File: src/rtl/life_scan_reader.sv
// Scan-chain readback controller for the 4x4 life array: rotates the chain 16 times and rebuilds a snapshot.
// Define LIFE_SCAN_CHECK_EN to add the post-scan CHECK state that flags a failed restore on `mismatch`.
module life_scan_reader (
    input  logic        clk,
    input  logic        reset,
    input  logic        start,
    input  logic        run_req,
    output logic        run,
    output logic        scan,
    input  logic [15:0] alive,
    output logic        busy,
    output logic [15:0] snapshot,
    output logic        snap_valid,
    input  logic        snap_ready,
    output logic        mismatch
);

    typedef enum logic [1:0] {IDLE, SCAN, CHECK, HOLD} state_t;

    state_t      state_q;
    logic [3:0]  k_q;
    logic        scan_q;
    logic        busy_q;
    logic        snap_valid_q;
    logic [15:0] snapshot_q;
    logic [15:0] snapshot_d;
    logic [3:0]  p;
    logic [3:0]  snap_idx;

    // Step k sees the cell at col (p mod 4), row (p div 4) of the original image, with p = 15-k.
    assign p        = 4'd15 - k_q;
    assign snap_idx = {p[1:0], p[3:2]};

    always_comb begin
        // NOTE: default assignment first so the indexed update below cannot infer a latch.
        snapshot_d           = snapshot_q;
        snapshot_d[snap_idx] = alive[15];
    end

`ifdef LIFE_SCAN_CHECK_EN
    logic mismatch_q;
    assign mismatch = mismatch_q;
`else
    logic unused_alive_bits;
    assign unused_alive_bits = ^alive[14:0];
    assign mismatch          = 1'b0;
`endif

    // The array must not step while its cells are travelling round the chain.
    assign run        = run_req & ~busy_q;
    assign scan       = scan_q;
    assign busy       = busy_q;
    assign snapshot   = snapshot_q;
    assign snap_valid = snap_valid_q;

    always_ff @(posedge clk or posedge reset) begin
        if (reset) begin
            state_q      <= IDLE;
            k_q          <= 4'd0;
            scan_q       <= 1'b0;
            busy_q       <= 1'b0;
            snap_valid_q <= 1'b0;
            snapshot_q   <= 16'h0000;
`ifdef LIFE_SCAN_CHECK_EN
            mismatch_q   <= 1'b0;
`endif
        end else begin
            // NOTE: non-blocking updates so every branch reads the pre-edge register values.
            case (state_q)
                IDLE: begin
                    if (start) begin
                        state_q <= SCAN;
                        k_q     <= 4'd0;
                        scan_q  <= 1'b1;
                        busy_q  <= 1'b1;
`ifdef LIFE_SCAN_CHECK_EN
                        mismatch_q <= 1'b0;
`endif
                    end
                end
                SCAN: begin
                    snapshot_q <= snapshot_d;
                    k_q        <= k_q + 4'd1;
                    if (k_q == 4'd15) begin
                        scan_q <= 1'b0;
                        k_q    <= 4'd0;
`ifdef LIFE_SCAN_CHECK_EN
                        state_q <= CHECK;
`else
                        state_q      <= HOLD;
                        busy_q       <= 1'b0;
                        snap_valid_q <= 1'b1;
`endif
                    end
                end
`ifdef LIFE_SCAN_CHECK_EN
                CHECK: begin
                    mismatch_q   <= (alive != snapshot_q);
                    state_q      <= HOLD;
                    busy_q       <= 1'b0;
                    snap_valid_q <= 1'b1;
                end
`endif
                HOLD: begin
                    if (snap_ready) begin
                        state_q      <= IDLE;
                        snap_valid_q <= 1'b0;
                    end
                end
                default: begin
                    state_q <= IDLE;
                end
            endcase
        end
    end

endmodule

File: config.mk
export PLATFORM = sky130hd
export DESIGN_NAME = life_scan_reader
export DESIGN_NICKNAME = d
export VERILOG_FILES = /design/src/rtl/life_scan_reader.sv
export SDC_FILE = /design/constraint.sdc
export NUM_CORES = 1
export LEC_CHECK = 0
export BUFFER_PORTS_ARGS = -buffer_cell sky130_fd_sc_hd__buf_2
export CAP_MARGIN = 20
export CORE_AREA = 2 2 62 64
export DETAILED_ROUTE_END_ITERATION = 6
export DIE_AREA = 0 0 64 66
export PLACE_DENSITY_LB_ADDON = 0.1
export SLEW_MARGIN = 30
export SYNTH_ARGS = -nofsm -noshare
export SYNTH_HDL_FRONTEND = slang
export SYNTH_SLANG_ARGS = --single-unit
export TNS_END_PERCENT = 10
File: constraint.sdc
create_clock -name clk -period 3.1 [get_ports clk]
set_clock_uncertainty 0.1 [all_clocks]
set_input_delay 0.31 -clock clk [delete_from_list [all_inputs] [get_ports clk]]
set_output_delay 0.31 -clock clk [all_outputs]
set_load 0.05 [all_outputs]
# == Yosys cells after proc, flatten, opt, wreduce, memory -nomap -nowiden ==
# Cells that the tools add are included.
# classes
muxes,16
n_addsub,2
n_reduce_logical,8
multipliers,0
bitwise,2
magnitude_cmp,2
eq_ne,6
shift,0
div,0
# op_table
operator,n
$bwmux 16,1
$reduce_and 3->1,3
$mux 4,2
$pmux 4 s2,1
$mux 2,3
$ne 2x2->1 const B,3
$pmux 2 s3,1
$lt 4x5->1 const B,1
$mux 1,5
$add 4x1->4 const B,1
$demux 1 s4,1
$eq 4x4->1 const B,1
$ge 4x1->1 const B,1
$pmux 1 s2,2
$reduce_bool 2->1,2
$sub 4x4->4 const A,1
$eq 2x1->1 const B,1
$eq 2x2->1 const B,1
$logic_not 2->1,1
$reduce_and 2->1,1
$and 1x1->1,1
$logic_and 1x1->1,1
$not 1->1,1
# word_totals
mem_bits_rw,0
romBits,0
latch_bits,0
memories,0
output_inout_bits,21
inputBits,21
regBits,24

# == Logic depth before layout (Yosys ltp) ==
# logic_depth
ltp_word,6
depth_mapped,5
mapped_depth_nobuf,5

# == Least setup slack after synthesis ==
# No wires, ideal clock.
# synth_path
kind,reg-to-output
from,"reg busy_q, in the netlist busy"
to,out run
t_arrival_ps,1350
path_stages_with_launch,2
path_slack_ps,1340
path_buffers,0
cell_sequence,dfrtp_1 nor2b_1
# synth_via
elab_chain_len,2
# synth_lines
item,line,text
from (decl),23,logic busy_q;
from (signal assigned),61,busy_q <= 1'b0;
from (signal assigned),75,busy_q <= 1'b1;
from (signal assigned),91,busy_q <= 1'b0;
$not 1->1,50,assign run = run_req & ~busy_q;
$and 1x1->1,50,
to (decl),8,"output logic run,"
# No other way between the ends.

# == Final worst setup path ==
# layout_path
from,reg state_q[0]
to,"reg snapshot_q[4], in the netlist snapshot[4]"
# layout_via
elab_chain_len,1
# layout_lines
item,line,text
from (decl),20,state_t state_q;
from (signal assigned),58,state_q <= IDLE;
from (signal assigned),72,state_q <= SCAN;
from (signal assigned),90,state_q <= HOLD;
$eq 2x1->1,69,case (state_q)
to (signal assigned),82,snapshot_q <= snapshot_d;
to (decl),25,logic [15:0] snapshot_q;
# No other way between the ends.
# A chain may end at the register's enable or synchronous reset.

==> impl_summary.md <==
Global routing
The global routing stage identified its most utilized layer as met2. The largest net degree at the start of global routing is 25. The met1 demand-to-capacity share in global routing is around 15%. The first-pass GRT wire length is 3732 um.

The global-route usage over all layers is 11.53%. For this run, global-route usage on met3 was measured as 2.044%. The number of antenna violations at the first check in global routing was 0. After global routing the overflow that remains totals 0. The number of global-route vias before repair is 800. For this run, global-route usage on met2 was measured as 18.23%.

Synthesis
The post-synthesis average cell area is 11.26 um^2. By count the netlist is led by 24 x sky130_fd_sc_hd__dfrtp_1, 14 x sky130_fd_sc_hd__mux2_1, 10 x sky130_fd_sc_hd__nor2_1. Of the synthesized area, sequential elements account for about half.

Among all cell types in the netlist, the one instantiated most often is sky130_fd_sc_hd__dfrtp_1. The most common flop cell mapped by yosys is sky130_fd_sc_hd__dfrtp_1. Counting flops and latches in the post-synthesis netlist gives 24. For this run, the number of Yosys warnings is 0. The mapped cell area is 0.001194 mm^2. Ranked by total cell area, the synthesized netlist is headed by sky130_fd_sc_hd__dfrtp_1 50%, sky130_fd_sc_hd__mux2_1 13%, sky130_fd_sc_hd__ha_1 4.2%.

The netlist uses 27 different library cells. The share of flip-flops with an asynchronous set or reset is 100.0%. The most area-hungry cell type in the Yosys netlist is sky130_fd_sc_hd__dfrtp_1.

Synthesis produced a netlist with a net count of roughly 130. In this run, synthesis inferred 0 flip-flops with an integrated enable. After synthesis, the largest area contributor takes up around 50% of total cell area. The post-synthesis instance total is 106.

Clock tree
The tree is rooted in a sky130_fd_sc_hd__clkbuf_4. The count of clock tree sinks is 24. Clock-pin slew was measured on the worst setup and hold paths at 0.12 ns. The TritonCTS buffer count is 3. The clock passes through at most 2 buffers. The later-pin clock latency in the skew report is 0.31 ns. The clock tree from TritonCTS is yes. In this run the number of H-tree levels came out at 1. The post-CTS setup repair buffer count is 0. The quantity of gates resized following cts is 0.

Finish
The share of cells above drive strength 1 is 26.77%. From synthesis to final layout, the design area changed by 13.94%. The total number of nets in the final design is around 150. 0 antenna diodes ended up in the layout.

Drt
The number of nets with antenna violations after detailed routing is 0. In the routed design, unresolved DRC markers number 0. The first detailed-routing pass ran for 4 iterations. The final routed wirelength across all metal layers is 2113 um.

The via count is slightly above 800. The detailed router finished its first iteration with 19 violations. The average wire per cell in the routed design is 12.07 um.

In the routed layout, each cell is associated on average with a via count of 4.640.

STA
Timing would allow up to 529.5 MHz. Dividing the final minimum period by the clock period gives 60.92%. Setup repair after global routing left no endpoint under its margin. The final hold violation count came to 0. The number of pins with negative max-slew slack in the final report is 0. The routed design could run at a clock period as short as about 1.9 ns.

The slack of the critical path is 1.211 ns. The slew at the pin with the worst max-slew slack is 0.6652 ns. The setup-violating endpoint count in the final report is 0.

The worst pin sits at a relative slew slack of 55.57%. Summed over all failing endpoints, the final setup total negative slack is 0 ns.

Setup path
The element type at the critical path start is a register. STA classifies the critical path endpoint as a register. Data on the critical path is required at its endpoint by 3.21 ns.

The maximum fanout along the worst path is 11. The slack of the worst reg-to-reg path is 1.21 ns. The category of the most critical setup path is reg2reg. The critical path data arrival time is between 1.5 and 2 ns.

Die
The die extent in x is 64 um. After floorplanning, the core was divided into 22 placement rows. In this run the standard cell core region covers 0.003551 mm^2. The number of top-level design ports is 42. Measured along the y axis, the die boundary spans between 60 and 70 um. The area enclosed by the die boundary is 0.004224 mm^2. The starting density of the core is 33.62%.

Place
Input and output buffers added on the ports amount to 25. At the placement stage, the worst setup path has a slack of 1.199 ns. The placer's final routability congestion estimate is between 0.6 and 0.7. Detailed placement ended at an HPWL of 1540 um.

Flow run
Max-cap violations in this run came to 0.

Min path
The class of the worst hold path is in2reg.

Outcome
The run finished with clean final reports.
## path summary, 6_finish.rpt
kind,cells past startpoint,start,endpoint
max in group asynchronous,3,reset,snapshot[2]
setup reg to reg,3,state_q[0],snapshot[4]
hold / removal,2,snap_ready,state_q[0]
setup / recovery,3,state_q[0],snapshot[4]
min in group asynchronous,3,reset,snapshot[11]
hold reg to reg,1,snapshot[14],snapshot[14]
## repair_timing
action / in CTS / in global routing
hold buffers: 0 / 1
setup endpoints to repair: 0 / 0
endpoints found under the hold margin: 0 / 24
## cell families (layout without fill, tap and decap cells)
logic type,count (synthesis),count (layout),share of synthesized area [%]
simple gates,37,37,17.19
other cells,1,1,0.3142
xor+xnor,1,1,0.7339
fa+ha+maj,4,4,4.193
compound gates,9,9,4.613
mux,18,18,17.09
buf+inv,12,33,5.555
flops,24,24,50.31
## sequential cells by signal, indices dropped and copies added, names as in the netlist
| register | flops |
|---|---|
| k_q | 4 |
| snap_valid | 1 |
| busy | 1 |
| snapshot | 16 |
| state_q | 2 |
## through the flow
step	cell area [um^2]	util, %	hold WS (ns)	std cells
2_1_floorplan	1194	-	0.2246	106
3_3_place_gp	1328	37.39	0.3619	171
3_5_place_dp	1328	37.39	0.3705	171
4_1_cts	1350	38.02	0.08030	174
5_1_grt	1360	38.30	0.06700	175
6_report	1360	38.30	0.08950	175
## metal layers
metal / routed length [um] / share of wire, %
met1: 1002 / 47
met2: 991 / 47
met3: 86 / 4.1
met4: 33 / 1.6
met5: 0 / 0
## worst max-delay path, stage by stage (launching register included)
cell and delay (ns):
sky130_fd_sc_hd__dfrtp_1 0.55, sky130_fd_sc_hd__nor2b_1 0.60, sky130_fd_sc_hd__nand4_1 0.20, sky130_fd_sc_hd__mux2_1 0.34
## cells in the final DEF (no fill, tap or decap), drive strengths merged
cell         count
nand3b           4
dlygate4sd3      1
nor2            11
nand4            4
nand3            6
xor2             1
mux2i            2
buf             25
nor2b            3
clkbuf           3
mux2            16
conb             1
nand2            5
dfrtp           24
inv              4
o21bai           1
o21ai            4
nand2b           3
and2             1
ha               4
a22o             2
a21oi            2
## final cells by class
| cell class | instances | area, um^2 |
|---|---|---|
| fill | 366 | 2191 |
| sequential | 24 | 600.6 |
| clock buffer | 3 | 22.52 |
| inverter | 4 | 15.01 |
| multi-input combinational | 70 | 526.8 |
| timing repair buffer | 26 | 135.1 |
| tap | 48 | 60.06 |
Power is not shown: default switching activity piles up to over one toggle a cycle in this logic, so the estimate is an artifact.
